**config.mk**
```make
export PLATFORM = sky130hd
export DESIGN_NAME = mdu_iter
export DESIGN_NICKNAME = d
export VERILOG_FILES = /design/src/rtl/mdu_iter.sv
export SDC_FILE = /design/constraint.sdc
export NUM_CORES = 1
export LEC_CHECK = 0
export CAP_MARGIN = 20
export CORE_AREA = 2 2 171 173
export CTS_CLUSTER_SIZE = 8
export DETAILED_ROUTE_END_ITERATION = 10
export DIE_AREA = 0 0 173 175
export HOLD_SLACK_MARGIN = 0.03
export PLACE_DENSITY = 0.8
export SLEW_MARGIN = 10
export SYNTH_ARGS = -nofsm -noshare
export SYNTH_HDL_FRONTEND = slang
export SYNTH_SLANG_ARGS = --single-unit
```
**constraint.sdc**
```tcl
create_clock -name clk -period 4.1 [get_ports clk]
set_input_delay 0.82 -clock clk [delete_from_list [all_inputs] [get_ports clk]]
set_output_delay 0.82 -clock clk [all_outputs]
set_load 0.01 [all_outputs]
```
**src/rtl/mdu_iter.sv**
```systemverilog
// Iterative RV32M multiply/divide unit: shift-add multiply, restoring divide,
// fixed 34-cycle start-to-done latency with synchronous kill.
module mdu_iter #(
   parameter int XLEN = 32,
   parameter int OP_W = 5
) (
   input  logic            clk,
   input  logic            rst,
   input  logic            start_i,
   input  logic            kill_i,
   input  logic [OP_W-1:0] alu_op_i,
   input  logic [XLEN-1:0] a_i,
   input  logic [XLEN-1:0] b_i,
   output logic            busy_o,
   output logic            done_o,
   output logic [XLEN-1:0] result_o
);
   localparam int CNT_W = $clog2(XLEN);
   localparam logic [OP_W-1:0] OP_MULU   = OP_W'(5'd9);
   localparam logic [OP_W-1:0] OP_MULHS  = OP_W'(5'd10);
   localparam logic [OP_W-1:0] OP_MULHSU = OP_W'(5'd11);
   localparam logic [OP_W-1:0] OP_MULHU  = OP_W'(5'd12);
   localparam logic [OP_W-1:0] OP_DIVU   = OP_W'(5'd13);
   localparam logic [OP_W-1:0] OP_DIVS   = OP_W'(5'd14);
   localparam logic [OP_W-1:0] OP_REMU   = OP_W'(5'd15);
   localparam logic [OP_W-1:0] OP_REMS   = OP_W'(5'd16);
   localparam logic [CNT_W-1:0] CNT_LAST = CNT_W'(XLEN-1);
   localparam logic [XLEN-1:0] INT_MIN   = {1'b1, {(XLEN-1){1'b0}}};
   localparam logic [XLEN-1:0] ALL_ONES  = {XLEN{1'b1}};

   typedef enum logic [1:0] {
      IDLE = 2'd0,
      CALC = 2'd1,
      FIN  = 2'd2,
      DONE = 2'd3
   } state_t;

   state_t              state_q;
   logic [OP_W-1:0]     op_q;
   logic [CNT_W-1:0]    cnt_q;
   logic [2*XLEN-1:0]   acc_q, acc_d;
   logic [XLEN:0]       rem_q, rem_d;
   logic [XLEN-1:0]     opnd_q, a_q, result_q, result_d;
   logic                is_mul_q, neg_q, rneg_q, div0_q, ovf_q, busy_q, done_q;

   logic                a_sgn_s, b_sgn_s, valid_op_s, is_mul_s, accept_s, ovf_s;
   logic [XLEN-1:0]     a_mag_s, b_mag_s;
   logic [XLEN:0]       mul_sum_s, div_shl_s, div_diff_s;
   logic [2*XLEN-1:0]   prod_s;
   logic [XLEN-1:0]     quo_s, rem_s;

   // Op decode, operand magnitudes and start acceptance
   always_comb begin
      a_sgn_s    = 1'b0;
      b_sgn_s    = 1'b0;
      valid_op_s = 1'b1;
      case (alu_op_i)
         OP_MULU, OP_MULHU, OP_DIVU, OP_REMU: valid_op_s = 1'b1;
         OP_MULHSU:                           a_sgn_s    = 1'b1;
         OP_MULHS, OP_DIVS, OP_REMS: begin
            a_sgn_s = 1'b1;
            b_sgn_s = 1'b1;
         end
         default:                             valid_op_s = 1'b0;
      endcase
      is_mul_s = (alu_op_i >= OP_MULU) && (alu_op_i <= OP_MULHU);
      a_mag_s  = (a_sgn_s && a_i[XLEN-1]) ? (~a_i + 1'b1) : a_i;
      b_mag_s  = (b_sgn_s && b_i[XLEN-1]) ? (~b_i + 1'b1) : b_i;
      ovf_s    = ((alu_op_i == OP_DIVS) || (alu_op_i == OP_REMS)) &&
                 (a_i == INT_MIN) && (b_i == ALL_ONES);
      accept_s = start_i && !kill_i && valid_op_s &&
                 ((state_q == IDLE) || (state_q == DONE));
   end

   // One iteration: shift-add for multiply, restore-or-subtract for divide
   always_comb begin
      mul_sum_s  = {1'b0, acc_q[2*XLEN-1:XLEN]} +
                   (acc_q[0] ? {1'b0, opnd_q} : {(XLEN+1){1'b0}});
      div_shl_s  = {rem_q[XLEN-1:0], acc_q[XLEN-1]};
      div_diff_s = div_shl_s - {1'b0, opnd_q};
      if (is_mul_q) begin
         acc_d = {mul_sum_s, acc_q[XLEN-1:1]};
         rem_d = rem_q;
      end else begin
         acc_d = {acc_q[2*XLEN-1:XLEN], acc_q[XLEN-2:0], ~div_diff_s[XLEN]};
         rem_d = div_diff_s[XLEN] ? div_shl_s : div_diff_s;
      end
   end

   // Sign correction and divide special-case override
   always_comb begin
      prod_s = neg_q  ? (~acc_q + 1'b1) : acc_q;
      quo_s  = neg_q  ? (~acc_q[XLEN-1:0] + 1'b1) : acc_q[XLEN-1:0];
      rem_s  = rneg_q ? (~rem_q[XLEN-1:0] + 1'b1) : rem_q[XLEN-1:0];
      case (op_q)
         OP_MULU:                      result_d = prod_s[XLEN-1:0];
         OP_MULHS, OP_MULHSU, OP_MULHU: result_d = prod_s[2*XLEN-1:XLEN];
         OP_DIVU, OP_DIVS: begin
            if (div0_q)     result_d = ALL_ONES;
            else if (ovf_q) result_d = INT_MIN;
            else            result_d = quo_s;
         end
         OP_REMU, OP_REMS: begin
            if (div0_q)     result_d = a_q;
            else if (ovf_q) result_d = {XLEN{1'b0}};
            else            result_d = rem_s;
         end
         default:                      result_d = result_q;
      endcase
   end

   // Control FSM with datapath registers and registered outputs
   always_ff @(posedge clk or negedge rst) begin
      if (!rst) begin
         state_q  <= IDLE;
         op_q     <= {OP_W{1'b0}};
         cnt_q    <= {CNT_W{1'b0}};
         acc_q    <= {(2*XLEN){1'b0}};
         rem_q    <= {(XLEN+1){1'b0}};
         opnd_q   <= {XLEN{1'b0}};
         a_q      <= {XLEN{1'b0}};
         result_q <= {XLEN{1'b0}};
         is_mul_q <= 1'b0;
         neg_q    <= 1'b0;
         rneg_q   <= 1'b0;
         div0_q   <= 1'b0;
         ovf_q    <= 1'b0;
         busy_q   <= 1'b0;
         done_q   <= 1'b0;
      end else if (accept_s) begin
         state_q  <= CALC;
         op_q     <= alu_op_i;
         cnt_q    <= {CNT_W{1'b0}};
         acc_q    <= {{XLEN{1'b0}}, (is_mul_s ? b_mag_s : a_mag_s)};
         rem_q    <= {(XLEN+1){1'b0}};
         opnd_q   <= is_mul_s ? a_mag_s : b_mag_s;
         a_q      <= a_i;
         is_mul_q <= is_mul_s;
         neg_q    <= (a_sgn_s && a_i[XLEN-1]) ^ (b_sgn_s && b_i[XLEN-1]);
         rneg_q   <= a_sgn_s && a_i[XLEN-1];
         div0_q   <= (b_i == {XLEN{1'b0}});
         ovf_q    <= ovf_s;
         busy_q   <= 1'b1;
         done_q   <= 1'b0;
      end else begin
         case (state_q)
            IDLE: done_q <= 1'b0;
            CALC: begin
               if (kill_i) begin
                  state_q <= IDLE;
                  busy_q  <= 1'b0;
               end else begin
                  acc_q <= acc_d;
                  rem_q <= rem_d;
                  cnt_q <= cnt_q + 1'b1;
                  if (cnt_q == CNT_LAST) state_q <= FIN;
               end
            end
            FIN: begin
               busy_q <= 1'b0;
               if (kill_i) begin
                  state_q <= IDLE;
               end else begin
                  result_q <= result_d;
                  done_q   <= 1'b1;
                  state_q  <= DONE;
               end
            end
            DONE: begin
               done_q  <= 1'b0;
               state_q <= IDLE;
            end
            default: begin
               state_q <= IDLE;
               busy_q  <= 1'b0;
               done_q  <= 1'b0;
            end
         endcase
      end
   end

   assign busy_o   = busy_q;
   assign done_o   = done_q;
   assign result_o = result_q;

endmodule

```
# After elaboration in Yosys (flattened, before gate mapping)
# Cells that the tools add are included.
# Widths: inputs -> output; s select.
totals:
  regBits: 211
  latchBits: 0
  mem_bits_rw: 0
  romBits: 0
  in_bits: 73
  output_inout_bits: 34
  elab_cells: 134
  n_memories: 0
op_classes:
  add_sub_neg: 8
  n_mul: 0
  div_mod_pow: 0
  magnitude_cmp: 2
  eq_ne: 27
  shifts: 0
  mux: 39
  n_bitwise: 9
  reduce_logical: 33
ops:
  columns: ["op", "n"]
  rows:
  - ["$mux 32", 16]
  - ["$mux 64", 5]
  - ["$add 32x1->32 const B", 4]
  - ["$not 32->32", 4]
  - ["$pmux 32 s4", 1]
  - ["$eq 5x4->1 const B", 14]
  - ["$add 64x1->64 const B", 1]
  - ["$eq 32x32->1 const B", 2]
  - ["$not 64->64", 1]
  - ["$add 32x32->33", 1]
  - ["$sub 33x32->33", 1]
  - ["$logic_not 32->1", 1]
  - ["$eq 5x5->1 const B", 3]
  - ["$mux 5", 3]
  - ["$logic_and 1x1->1", 8]
  - ["$mux 2", 4]
  - ["$reduce_and 2->1", 4]
  - ["$reduce_bool 4->1", 2]
  - ["$reduce_or 8->1", 1]
  - ["$mux 1", 7]
  - ["$ne 3x3->1 const B", 2]
  - ["$pmux 2 s3", 1]
  - ["$reduce_and 3->1", 2]
  - ["$reduce_bool 3->1", 2]
  - ["other kinds (18)", 28]

# Depth between registers and ports, before layout
# Gate-level depths: netlist of run 1.
depth:
  depth_word: 7
  ltp_mapped: 14
  depth_no_buf: 14

# Least setup slack after synthesis of run 1
# No wires, ideal clock.
synth_timing:
  kind: "register to register"
  startpoint: "register acc_q[0]"
  endpoint: "register acc_q[60]"
  setup_time_ns: 0.122
  arrival_ns: 3.394
  required_ns: 3.978
  setup_slack_ns: 0.585
  path_stages_with_launch: 15
  path_buffers: 1
  synth_period_minus_slack_ns: 3.515
  path_cell_list: "dfrtp_1 inv_1 buf_1 nor2_1 ha_1 and3_1 a221oi_1 nor2b_1 o31ai_1 a21oi_1 o2111ai_1 a21boi_0 o311a_1 or3_1 a32o_1"
synth_between:
  elab_chain_cells: 6
synth_lines:
  columns: ["item", "line", "source"]
  rows:
  - ["start: declaration", "41", "logic [2*XLEN-1:0] acc_q, acc_d;"]
  - ["start signal: assignment", "118", "acc_q <= {(2*XLEN){1'b0}};"]
  - ["start signal: assignment", "134", "acc_q <= {{XLEN{1'b0}}, (is_mul_s ? b_mag_s : a_mag_s)};"]
  - ["$mux 32", "78", "(acc_q[0] ? {1'b0, opnd_q} : {(XLEN+1){1'b0}});"]
  - ["$add 32x32->33", "77", "mul_sum_s = {1'b0, acc_q[2*XLEN-1:XLEN]} +"]
  - ["$mux 64", "81", "if (is_mul_q) begin"]
  - ["$mux 64", "149", "if (kill_i) begin"]
  - ["$mux 64", "146", "case (state_q)"]
  - ["$mux 64", "130", "end else if (accept_s) begin"]
# No other way between the ends. The select of a mux whose other input is x is not followed.
# A chain may end at the register's enable or synchronous reset.

# Worst setup path in the final report of run 1
# Ends and elaborated chain as after synthesis.

==> results.yml, run 1 <==
outcome:
  outcome: "complete, no violations"
timing:
  min_period_ps: 3900
  slew_violations: 0
  min_period_over_period: 0.952
  rsz0062_at_grt: "false"
  fin_hold_ws_ps: 281
  relSlewSlack: 0.300
  tightest_slew_ps: 1050
  fin_tns_setup_ps: 0
  hold_viol_final: 0
  setup_violations: 0
  max_freq_ghz: 0.256
  setup_ws_ps: 197
  fin_skew_ps: 18.2
clock_tree:
  cts_tree: "done"
  holdBufCountCts: 0
  clk_pin_slew_worst_paths_ps: 50
  cts_root_buf: "clkbuf_16"
  cts_buffer_depth: 3
  cts_htree_levels: 1
  cts_made_buffers: 30
  clock-sinks: 211
  insertion_delay_ps: 580
critical_path:
  worstPathArrival_ps: 4360
  critical_path_required_ps: 4560
  crit_slowest_cell: "dfrtp_1"
  cp_cell_sequence: "clkinvlp_4 -> nor2_1 -> ha_1 -> and3_1 -> a221oi_1 -> nor2b_1 -> o31ai_1 -> a21oi_1 -> o2111ai_1 -> a21boi_0 -> o311a_1 -> or3_1 -> a32o_1"
  endpoint_kind: "flop"
  start_kind: "flop"
  critPathKind: "reg -> reg"
  cpPeakStageDelay_ps: 450
  worstPathMaxFanout: 12
logic_synthesis:
  postSynthAreaPerCell_um2: 8.13
  seq_area_frac_synth: 0.313
  yosysWarnings: 0
  syn_nets: 2224
  ys_ff_latch: 211
  synth.distinct_cells: 79
  ys.flop_type: "dfrtp_1"
  synth.cell_area_mm2: 0.0169
  async_reset_ff_frac: 1.00
  synth_edf_count: 0
  synth_cells: 2075
final_layout:
  final_common_cell: "nand2_1"
  antenna_cells: 0
  finalNetCount: 2316
  final_cell_mix: "nand2_1, dfrtp_1, o21ai_0, nor2_1, a21oi_1"
  drive_above_1_share: 0.0695
  area_delta_synth_final_pct: 15.2
routing:
  drc: 0
  routed-via-count: 16864
  via_per_inst: 6.60
  drt_iter0_drc: 2024
  antenna_left: 0
  wirelength_um: 57800
  drtPass1Iterations: 8
  wl_per_cell_um: 22.6
global_routing:
  grt_max_degree: 108
  antenna_found_initial: 2
  grt_pass1_wl_um: 90600
  track_usage: 0.378
  grt_pass1_vias: 15974
  overflow: 0
placed_design:
  post-place-ws_ps: 157
  gp_congestion: 1.01
  hpwl_um: 43600
  portBuffers: 106
die:
  core-area_mm2: 0.0284
  die_w_um: 173
  pin_count: 107
  rows: 62
  start_util: 0.594
  fp.dieH_um: 175
  die-area_mm2: 0.0303
pwr:
  vdd_ir_drop_max_mv: 0.450
  pwr_density_cell_mw_per_mm2: 595
  leakage_nw: 8.37
worst_hold_path:
  hold_path_class: "in -> async"
run:
  drv_cap: 0
[registers in the layout (all words and copies together), names as in the netlist, 2 cells and up]
signal / flops
cnt_q: 5
rem_q: 32
state_q: 2
a_q: 32
acc_q: 64
opnd_q: 32
result_o: 32
op_q: 5
[final timing paths]
| check | start | endpoint | slack, ps | cells past startpoint |
|---|---|---|---|---|
| max | acc_q[0] | acc_q[60] | 200 | 13 |
| min | rst | rem_q[10] | 280 | 1 |
| max reg2reg | acc_q[0] | acc_q[60] | 200 | 13 |
| min reg2reg | opnd_q[11] | opnd_q[11] | 480 | 2 |
| max in group asynchronous | rst | result_o[31] | 3000 | 2 |
| min in group clk | opnd_q[11] | opnd_q[11] | 480 | 2 |
[per-stage QoR]
step                      instance area [µm²]   util  power [W]  std cells
after floorplan                         16900      -    0.00700       2075
after global placement                  18600  0.655    0.00895       2517
after detailed placement                18600  0.656    0.00909       2518
after CTS                               19400  0.684     0.0114       2556
after global routing                    19400  0.684     0.0122       2557
final                                   19400  0.684     0.0116       2557
[synth_stat cells (42+ instances only)]
cell	instances	area, µm²
nand2_1	311	1170
dfrtp_1	211	5280
o21ai_0	202	1010
nor2_1	160	601
a21oi_1	121	606
xor2_1	110	963
clkbuf_1	95	357
xnor2_1	85	744
ha_1	74	926
mux2i_1	73	731
inv_1	63	236
o31ai_1	42	315
[final cells by class]
| class | instances | area, µm² |
|---|---|---|
| clock inverter | 1 | 30.0 |
| multi-input combinational | 1684 | 10900 |
| clock buffer | 37 | 777 |
| tap | 384 | 480 |
| sequential | 211 | 5280 |
| inverter | 63 | 240 |
| fill | 2366 | 8960 |
| timing repair buffer | 177 | 1680 |
[worst max-delay path, delay by kind of cell, from the launching register on]
family | cells | cell delay (ps)
DFF | 1 | 450
buffers and inverters | 1 | 270
adders and majority gates | 1 | 270
AOI/OAI and AO/OA | 7 | 1980
and+or+nand+nor | 4 | 800
[cell families after synthesis]
group	Yosys count	synth area share
adder cells (fa/ha/maj)	76	0.0573
buffers and inverters	180	0.0411
AO/OA/AOI/OAI	645	0.250
XOR/XNOR	196	0.102
flip-flops	211	0.313
multiplexers	79	0.0473
AND/OR/NAND/NOR	688	0.189
[where the power goes]
group / leakage [nW] / internal [W] / switching, W
registers: 2.72 / 0.00279 / 0.000935
clock network: 0.389 / 0.00130 / 0.000945
logic: 5.25 / 0.00229 / 0.00330
total: 8.37 / 0.00639 / 0.00518
[what timing repair did]
item | in CTS | in global routing
setup buffers | 0 | 1
endpoints found under the setup margin | 0 | 11
resized for setup | 0 | 1
[routing by layer]
| layer | wire length (µm) | vias to the layer above | global-route usage |
|---|---|---|---|
| li1 | - | 7698 | - |
| met1 | 23500 | 8003 | 0.499 |
| met2 | 25700 | 965 | 0.595 |
| met3 | 5710 | 194 | 0.0822 |
| met4 | 2960 | 4 | 0.171 |
| met5 | 27 | - | 0 |
Note: power is estimated with default switching activity, not from simulation.
==> inputs of run 2 (changes only) <==
Clock period 4.1 ns to 4.6 ns, I/O delays scaled along.
==> run 2 against run 1 <==
Compared with the run above: highest routed layer unchanged; largest power group unchanged; global-route usage decreased by 0.32 points; non-clock buffer count decreased by 28; first-iteration DRC count decreased by 0.94%.
==> results.yml, run 2 (synthesis results as in run 1) <==
critical_path:
  cp_cell_sequence: "inv_1 -> ha_1 -> fa_1 -> nor2b_1 -> o31ai_1 -> a21oi_1 -> o211ai_1 -> a21o_1 -> a31o_2 -> o31a_1 -> xnor2_4 -> buf_4 -> mux2i_1 -> o21ai_0"
  start_kind: "flop"
  critical_path_required_ps: 5000
  crit_slowest_cell: "dfrtp_1"
  cp.buffers_inverters: 2
  worstPathMaxFanout: 18
  critPathKind: "reg -> reg"
  endpoint_kind: "flop"
  path_delay_family: "compound AO/OA/AOI/OAI gates"
  worstPathArrival_ps: 4780
  cpPeakStageDelay_ps: 450
routing:
  drc: 0
  via_per_inst: 6.61
  wirelength_um: 57500
  antenna_left: 0
  drtPass1Iterations: 6
  routed-via-count: 16711
  wl_per_cell_um: 22.8
  drt_iter0_drc: 2005
placed_design:
  portBuffers: 106
  gp_congestion: 1.02
  hpwl_um: 43200
  post-place-ws_ps: 315
clock_tree:
  cts-resized-gates: 0
  clock-sinks: 211
  cts_root_buf: "clkbuf_16"
  postCtsSetupBuffers: 0
  cts_htree_levels: 1
  cts_made_buffers: 30
  clk_pin_slew_worst_paths_ps: 50
  holdBufCountCts: 0
  cts_tree: "done"
  insertion_delay_ps: 570
  cts_buffer_depth: 3
final_layout:
  final_cell_mix: "nand2_1, dfrtp_1, o21ai_0, nor2_1, a21oi_1"
  antenna_cells: 0
  regMostFlops: "acc_q"
  num-fill-cells: 2359
  area_delta_synth_final_pct: 13.5
  finalNetCount: 2288
  final_common_cell: "nand2_1"
  drive_above_1_share: 0.0574
  largest_register_ffs: 64
timing:
  fin_skew_ps: 10.3
  hold_viol_final: 0
  setup_ws_ps: 217
  min_period_over_period: 0.953
  tightest_slew_ps: 993
  rsz0062_at_grt: "false"
  setup_violations: 0
  max_freq_ghz: 0.228
  relSlewSlack: 0.337
  fin_tns_setup_ps: 0
  min_period_ps: 4380
  slew_violations: 0
die:
  die_w_um: 173
  core-area_mm2: 0.0284
  die-area_mm2: 0.0303
  rows: 62
  pin_count: 107
  fp.dieH_um: 175
  start_util: 0.594
pwr:
  leakage_nw: 8.21
  vdd_ir_drop_max_mv: 0.260
  pwr_density_cell_mw_per_mm2: 535
global_routing:
  antenna_found_initial: 2
  grt_pass1_vias: 16009
  track_usage: 0.374
  grt_max_degree: 97
  overflow: 0
  grt_pass1_wl_um: 89400
run:
  drv_cap: 0
outcome:
  outcome: "complete, no violations"
worst_hold_path:
  hold_path_class: "in -> async"
==> run 2: stage by stage <==
| stage | power (W) | instances | cell area [µm²] | util | hold WS (ps) |
|---|---|---|---|---|---|
| 2_1_floorplan | 0.00624 | 2075 | 16900 | - | 441 |
| 3_3_place_gp | 0.00793 | 2490 | 18300 | 0.646 | 460 |
| 3_5_place_dp | 0.00804 | 2491 | 18400 | 0.647 | 469 |
| 4_1_cts | 0.0101 | 2527 | 19200 | 0.675 | 304 |
| 5_1_grt | 0.0108 | 2527 | 19200 | 0.675 | 337 |
| 6_report | 0.0103 | 2527 | 19200 | 0.675 | 287 |
==> run 2: final timing paths <==
check	from	end	slack, ps	cells past startpoint
max	acc_q[31]	rem_q[21]	220	14
min	rst	rem_q[13]	290	1
max reg2reg	acc_q[31]	rem_q[21]	220	14
min reg2reg	a_q[29]	a_q[29]	480	2
max in group asynchronous	rst	result_o[10]	3290	2
min in group clk	a_q[29]	a_q[29]	480	2
==> run 2: cell type report <==
type / instances / area, µm² / share of cell area
flip-flops and latches: 211 / 5280 / 0.276
repair buffers: 149 / 1420 / 0.0742
clock buffers: 35 / 791 / 0.0413
inverters: 63 / 236 / 0.0123
well taps: 384 / 480 / 0.0251
multi-input cells: 1684 / 10900 / 0.571
clock inverters: 1 / 5.00 / 0.000261
==> run 2: where the power goes <==
| group | switching [W] | internal [W] |
|---|---|---|
| registers | 0.000846 | 0.00249 |
| logic | 0.00290 | 0.00200 |
| clock network | 0.000844 | 0.00118 |
| total | 0.00459 | 0.00567 |
==> run 2: metal layers <==
metal / GRT usage / share of wire / wire length, µm
met1: 0.504 / 0.41 / 23500
met4: 0.204 / 0.057 / 3290
met3: 0.0622 / 0.096 / 5540
met5: 0 / 0.00045 / 26
met2: 0.578 / 0.44 / 25200
